### src/rtl/move_commit_unit.sv
// move_commit_unit: commits or discards proposed search moves, tracking current
// and best-so-far assignment, iteration/accept counters and search termination.
module move_commit_unit #(
  parameter int VAR_WIDTH  = 8,
  parameter int COST_WIDTH = 8,
  parameter int ITER_WIDTH = 16
) (
  input  logic                  in_clock,
  input  logic                  in_reset,
  input  logic                  in_enable,
  input  logic                  in_init_load,
  input  logic [VAR_WIDTH-1:0]  in_init_value,
  input  logic [COST_WIDTH-1:0] in_init_cost,
  input  logic [ITER_WIDTH-1:0] in_max_iter,
  input  logic                  in_valid,
  input  logic [7:0]            in_p,
  input  logic [VAR_WIDTH-1:0]  in_proposed_value,
  input  logic [COST_WIDTH-1:0] in_proposed_cost,
  output logic                  out_ready,
  output logic [VAR_WIDTH-1:0]  out_value,
  output logic [COST_WIDTH-1:0] out_cost,
  output logic [VAR_WIDTH-1:0]  out_best_value,
  output logic [COST_WIDTH-1:0] out_best_cost,
  output logic [ITER_WIDTH-1:0] out_iter_count,
  output logic [ITER_WIDTH-1:0] out_accept_count,
  output logic                  out_commit,
  output logic                  out_done,
  output logic                  out_err
);
  typedef enum logic [1:0] {IDLE, RUN, DONE} state_t;
  state_t state;
  logic [ITER_WIDTH-1:0] max_iter, iter_next;
  logic hs, accept;
  assign out_ready = (state == RUN) && in_enable && !in_init_load;
  assign out_done  = state == DONE;
  assign hs        = in_valid && out_ready;
  assign accept    = in_p == 8'd1;
  assign iter_next = out_iter_count + ITER_WIDTH'(1);
  always_ff @(posedge in_clock or negedge in_reset) begin
    if (!in_reset) begin
      state            <= IDLE;
      max_iter         <= '0;
      out_value        <= '0;
      out_cost         <= '0;
      out_best_value   <= '0;
      out_best_cost    <= '0;
      out_iter_count   <= '0;
      out_accept_count <= '0;
      out_commit       <= 1'b0;
      out_err          <= 1'b0;
    end else begin
      out_commit <= hs && accept;
      if (in_enable && in_init_load) begin
        out_value        <= in_init_value;
        out_cost         <= in_init_cost;
        out_best_value   <= in_init_value;
        out_best_cost    <= in_init_cost;
        out_iter_count   <= '0;
        out_accept_count <= '0;
        out_err          <= 1'b0;
        max_iter         <= in_max_iter;
        state            <= (in_init_cost == '0 || in_max_iter == '0) ? DONE : RUN;
      end else if (hs) begin
        out_iter_count <= iter_next;
        if (accept) begin
          out_value        <= in_proposed_value;
          out_cost         <= in_proposed_cost;
          out_accept_count <= out_accept_count + ITER_WIDTH'(1);
          if (in_proposed_cost < out_best_cost) begin
            out_best_value <= in_proposed_value;
            out_best_cost  <= in_proposed_cost;
          end
        end
        if (in_p > 8'd1)
          out_err <= 1'b1;
        // a zero-cost accept is a solution; otherwise stop once the budget is spent
        if ((accept && in_proposed_cost == '0) || iter_next == max_iter)
          state <= DONE;
      end
    end
  end
endmodule
### config.mk
export PLATFORM = sky130hd
export DESIGN_NAME = move_commit_unit
export DESIGN_NICKNAME = d
export VERILOG_FILES = /design/src/rtl/move_commit_unit.sv
export SDC_FILE = /design/constraint.sdc
export NUM_CORES = 1
export LEC_CHECK = 0
export BUFFER_PORTS_ARGS = -buffer_cell sky130_fd_sc_hd__buf_2
export CORE_MARGIN = 2
export CORE_UTILIZATION = 45
export CTS_BUF_LIST = sky130_fd_sc_hd__clkbuf_4 sky130_fd_sc_hd__clkbuf_8
export CTS_CLUSTER_SIZE = 16
export DETAILED_ROUTE_END_ITERATION = 10
export PLACE_DENSITY_LB_ADDON = 0.3
export SYNTH_ARGS = -nofsm -noshare
export SYNTH_HDL_FRONTEND = slang
export SYNTH_SLANG_ARGS = --single-unit
### constraint.sdc
create_clock -name in_clock -period 5.55 [get_ports in_clock]
set_clock_uncertainty 0.2 [all_clocks]
set_input_delay 0.8325 -clock in_clock [delete_from_list [all_inputs] [get_ports in_clock]]
set_output_delay 0.8325 -clock in_clock [all_outputs]
set_load 0.02 [all_outputs]
======== Yosys cells after proc, flatten, opt, wreduce, memory -nomap -nowiden ========
Cells that the tools add are included.
operators by class
  add/subtract/negate cells ............... 2
  $lt $le $gt $ge ......................... 2
  equality and inequality tests ........... 4
  mux-type cells .......................... 26
  reduce and logical (&&, ||, !) cells .... 21
operator list
  operator               count
  $mux 8                 14
  $mux 16                5
  $add 16x1->16 const B  2
  $eq 16x16->1           1
  $logic_not 16->1       1
  $logic_not 8->1        2
  $reduce_bool 2->1      5
  $eq 8x1->1 const B     1
  $gt 8x1->1 const B     1
  $lt 8x8->1             1
  $mux 2                 4
  $logic_and 1x1->1      6
  $reduce_and 2->1       3
  $mux 1                 3
  $reduce_and 3->1       1
  $eq 2x1->1 const B     1
  $eq 2x2->1 const B     1
  $logic_or 1x1->1       2
  $logic_not 1->1        1
word-level totals
  register bits ........................... 84
  input port bits ......................... 61
  output and inout bits ................... 68
  word-level logic and storage cells ...... 65

======== Longest topological paths before layout ========
  word-level depth ........................ 6
  gate-level depth with buffers ........... 9
  depth with buffers taken out ............ 8

======== Least setup slack after synthesis ========
Ideal clock, no wire load.
  kind .................................... input port to flip-flop
  start point ............................. in in_init_load
  end point ............................... reg out_best_value[4]
  library setup time ...................... 0.125 ns
  arrival ................................. 2.692 ns
  required time ........................... 5.225 ns
  setup slack ............................. 2.533 ns
  cell stages on the path ................. 9
  buffers on the path ..................... 3
  cell sequence ........................... and4bb_2 and2_1 buf_2 and3_1 buf_2 o2111ai_2 nand2_2 buf_4 mux2_2
on the way
  word-level cells in the longest chain between the ends .. 5
  elaborated cells on any way between the ends .. 9
  classes of those cells .................. mux: 1; reduce/logical: 8
ends and longest elaborated chain
  element                             RTL line  text
  start: declaration                  11        input logic in_init_load,
  $logic_not 1->1                     34        assign out_ready = (state == RUN) && in_enable && !in_init_load;
  $logic_and 1x1->1                   34
  $logic_and 1x1->1                   36        assign hs = in_valid && out_ready;
  $reduce_bool 2->1 (no source line)  --
  $reduce_and 3->1 (no source line)   --
  end signal: assignment              56        out_best_value <= in_init_value;
  end signal: assignment              70        out_best_value <= in_proposed_value;
  end: declaration                    22        output logic [VAR_WIDTH-1:0] out_best_value,
Parallel ways exist; a longest one is shown, timed or not.
A chain may end at the register's enable or synchronous reset.

======== Worst setup path after layout ========
  start point ............................. in in_init_load
  end point ............................... reg out_best_value[3]
Same word-level chain as after synthesis.

==> flow_summary.toml <==
[sta]
fmaxAchievable_mhz = 304
whs_ns = 0.309
worst_slew_pin_slew_ns = 1.06
slew_headroom = 0.294
finalCritPeriodShare = 0.593
tns_ns = 0
drv_slew = 0
setup-violations-final = 0
post-route-min-period_ns = 3.29
rsz0062_at_grt = "no"
hold_violations = 0

[synth]
ys_ff_latch = 84
synth_area_sq_mm = 0.00451
synth_top_family_by_area = "simple AND/OR/NAND/NOR gates"
syn_nets = 567
ys.flop_type = "dfrtp_1"
synth_simple_gate_area_share = 0.245
synthDominantCellAreaShare = 0.467
yosysMostFrequentCell = "nand2_1"
async_reset_ff_frac = 1.00
syn_inst = 497
ys_types = 50
avgSynthCellArea_sq_um = 9.07
synth_top_area_cell = "dfrtp_1"
synth-compound-area-share = 0.100
muxShareOfSynthArea = 0.0625
synthAdderAreaFrac = 0.0250
ys_warn_count = 0
synth_edf_count = 0
synth_xor_area_frac = 0.0700
ys_seq_area_frac = 0.467
synth_commonest_cells = "133 x nand2_1, 84 x dfrtp_1, 34 x o21ai_0"
ys_top_cells_by_area = "dfrtp_1 47%, nand2_1 11%, xor2_1 4.1%"

[floorplan]
start_util = 0.463
core_area_sq_mm = 0.00973
die_h_microns = 104
die_x_microns = 104
rows = 36
io_pins = 129
dieArea_sq_mm = 0.0108

[power_and_ir_drop]
ir_drop_v = 0.000125
power_leakage_nw = 2.90
powerDensity_mw_per_mm2 = 270
power_w = 0.00148

[clock_network]
cts_hold_buf = 0
htreeDepth = 3
cts.repair.resized = 0
clock_latency_ns = 0.35
clock_tree.root_cell = "clkbuf_8"
clock_sinks = 84
cts_tree = "yes"
clk_pin_slew_ns = 0.09
clock_path_buffers = 2
cts_setup_buffers = 0
cts_made_buffers = 9

[cells_and_area]
diodes = 0
area_growth_pct = 21.3
drive_gt1_frac = 0.276
nets = 688

[detailed_routing]
routed_via_density = 5.29
drc_errors = 0
drtIter0Drc = 194
dr.pass1.iters = 4
wl_per_cell_microns = 15.3
ant_nets = 0
dr_total_vias = 4000
wirelength_mm = 11.6

[grt]
antenna_found_initial = 0
grt_pass1_vias = 4024
grt_max_degree = 85
track_usage = 0.223
grt_overflow = 0
grt_first_pass_wirelength_mm = 19.7

[status]
status = "finished clean"

[worst_setup_path]
crit_required_ns = 5.60
path_max_fanout = 19
critPathKind = "in2reg"
worst_setup_path_end_kind = "flop"
worstRegToRegCells = 6
critPathLaunchType = "input port"
crit_arrival_ns = 3.33

[place]
port_buffers = 128
dpl.hpwl_mm = 8.56
gp_congestion = 0.842

[hold_path]
hold_depth = 2
hp-class = "reg2reg"

[job]
maxCapViolations = 0
==> cell type report <==
cell class | instances | area, sq um
sequential | 84 | 2100
timing repair buffer | 131 | 666
inverter | 12 | 45.0
clock inverter | 7 | 98.8
tap | 133 | 166
fill | 934 | 4260
clock buffer | 9 | 124
multi-input combinational | 380 | 2260
==> path summary, 6_finish.rpt <==
check                             start                end  slack, ns
setup / recovery           in_init_load  out_best_value[3]       2.26
hold / removal              max_iter[4]        max_iter[4]       0.31
setup reg to reg               state[1]  out_best_value[3]       2.43
hold reg to reg             max_iter[4]        max_iter[4]       0.31
max in group asynchronous      in_reset        max_iter[6]       4.00
min in group asynchronous      in_reset  out_iter_count[0]       0.44
==> placed cells by master, fill, tap and decap left out, types with 4 or more instances in the layout <==
cell type  instances
clkbuf_8           9
xnor2_1           15
buf_2            127
ha_1               9
inv_1             12
nand2_1          133
nand4_1            8
nor2_1            27
o22ai_1            4
buf_4              4
and3_1            15
o21ai_0           34
a21oi_1           10
o31ai_1            6
mux2_2             9
a31oi_1           10
xor2_1            21
nand3_1           16
nor4_1             9
dfrtp_1           84
mux2i_1           18
==> layer usage <==
layer | wire [microns] | vias to the layer above | track usage
met5 | 0 | - | 0
met4 | 250 | 0 | 0.0869
met3 | 554 | 21 | 0.0370
li1 | - | 1957 | -
met1 | 4960 | 1920 | 0.293
met2 | 5810 | 102 | 0.368
==> state kept, by name (all words and copies together), names as in the netlist <==
| register | cells |
|---|---|
| state | 2 |
| out_best_value | 8 |
| out_accept_count | 16 |
| out_cost | 8 |
| out_best_cost | 8 |
| out_iter_count | 16 |
| out_commit | 1 |
| out_err | 1 |
| max_iter | 16 |
| out_value | 8 |
==> report_power, final <==
part | leakage, nW | switching [W] | internal, W
combinational | 1.71 | 0.000173 | 0.000111
clock | 0.110 | 0.000233 | 0.000257
sequential | 1.08 | 0.0000408 | 0.000663
total | 2.90 | 0.000447 | 0.00103
==> critical path: stages <==
cell	delay (ns)
buf_2	0.12
and4bb_2	0.36
and2_1	0.54
and3_1	0.48
o2111ai_2	0.28
nand2_2	0.34
mux2_2	0.38
==> cells by family (layout without fill, tap and decap cells) <==
| group | count (synthesis) | count (layout) |
|---|---|---|
| mux | 27 | 27 |
| flops | 84 | 84 |
| fa+ha+maj | 9 | 9 |
| simple gates | 233 | 233 |
| buf+inv | 33 | 159 |
| compound gates | 75 | 75 |
| xor+xnor | 36 | 36 |
==> stage by stage <==
step | utilization | cell area (sq um) | std cells | worst slack (ns)
finish | 0.562 | 5470 | 756 | 2.26
global route | 0.562 | 5470 | 756 | 2.09
CTS | 0.562 | 5470 | 756 | 2.27
detailed placement | 0.539 | 5240 | 740 | 1.88
global placement | 0.539 | 5240 | 740 | 1.98
floorplan | - | 4510 | 497 | 2.53
Power figures use the tool's default switching activity.
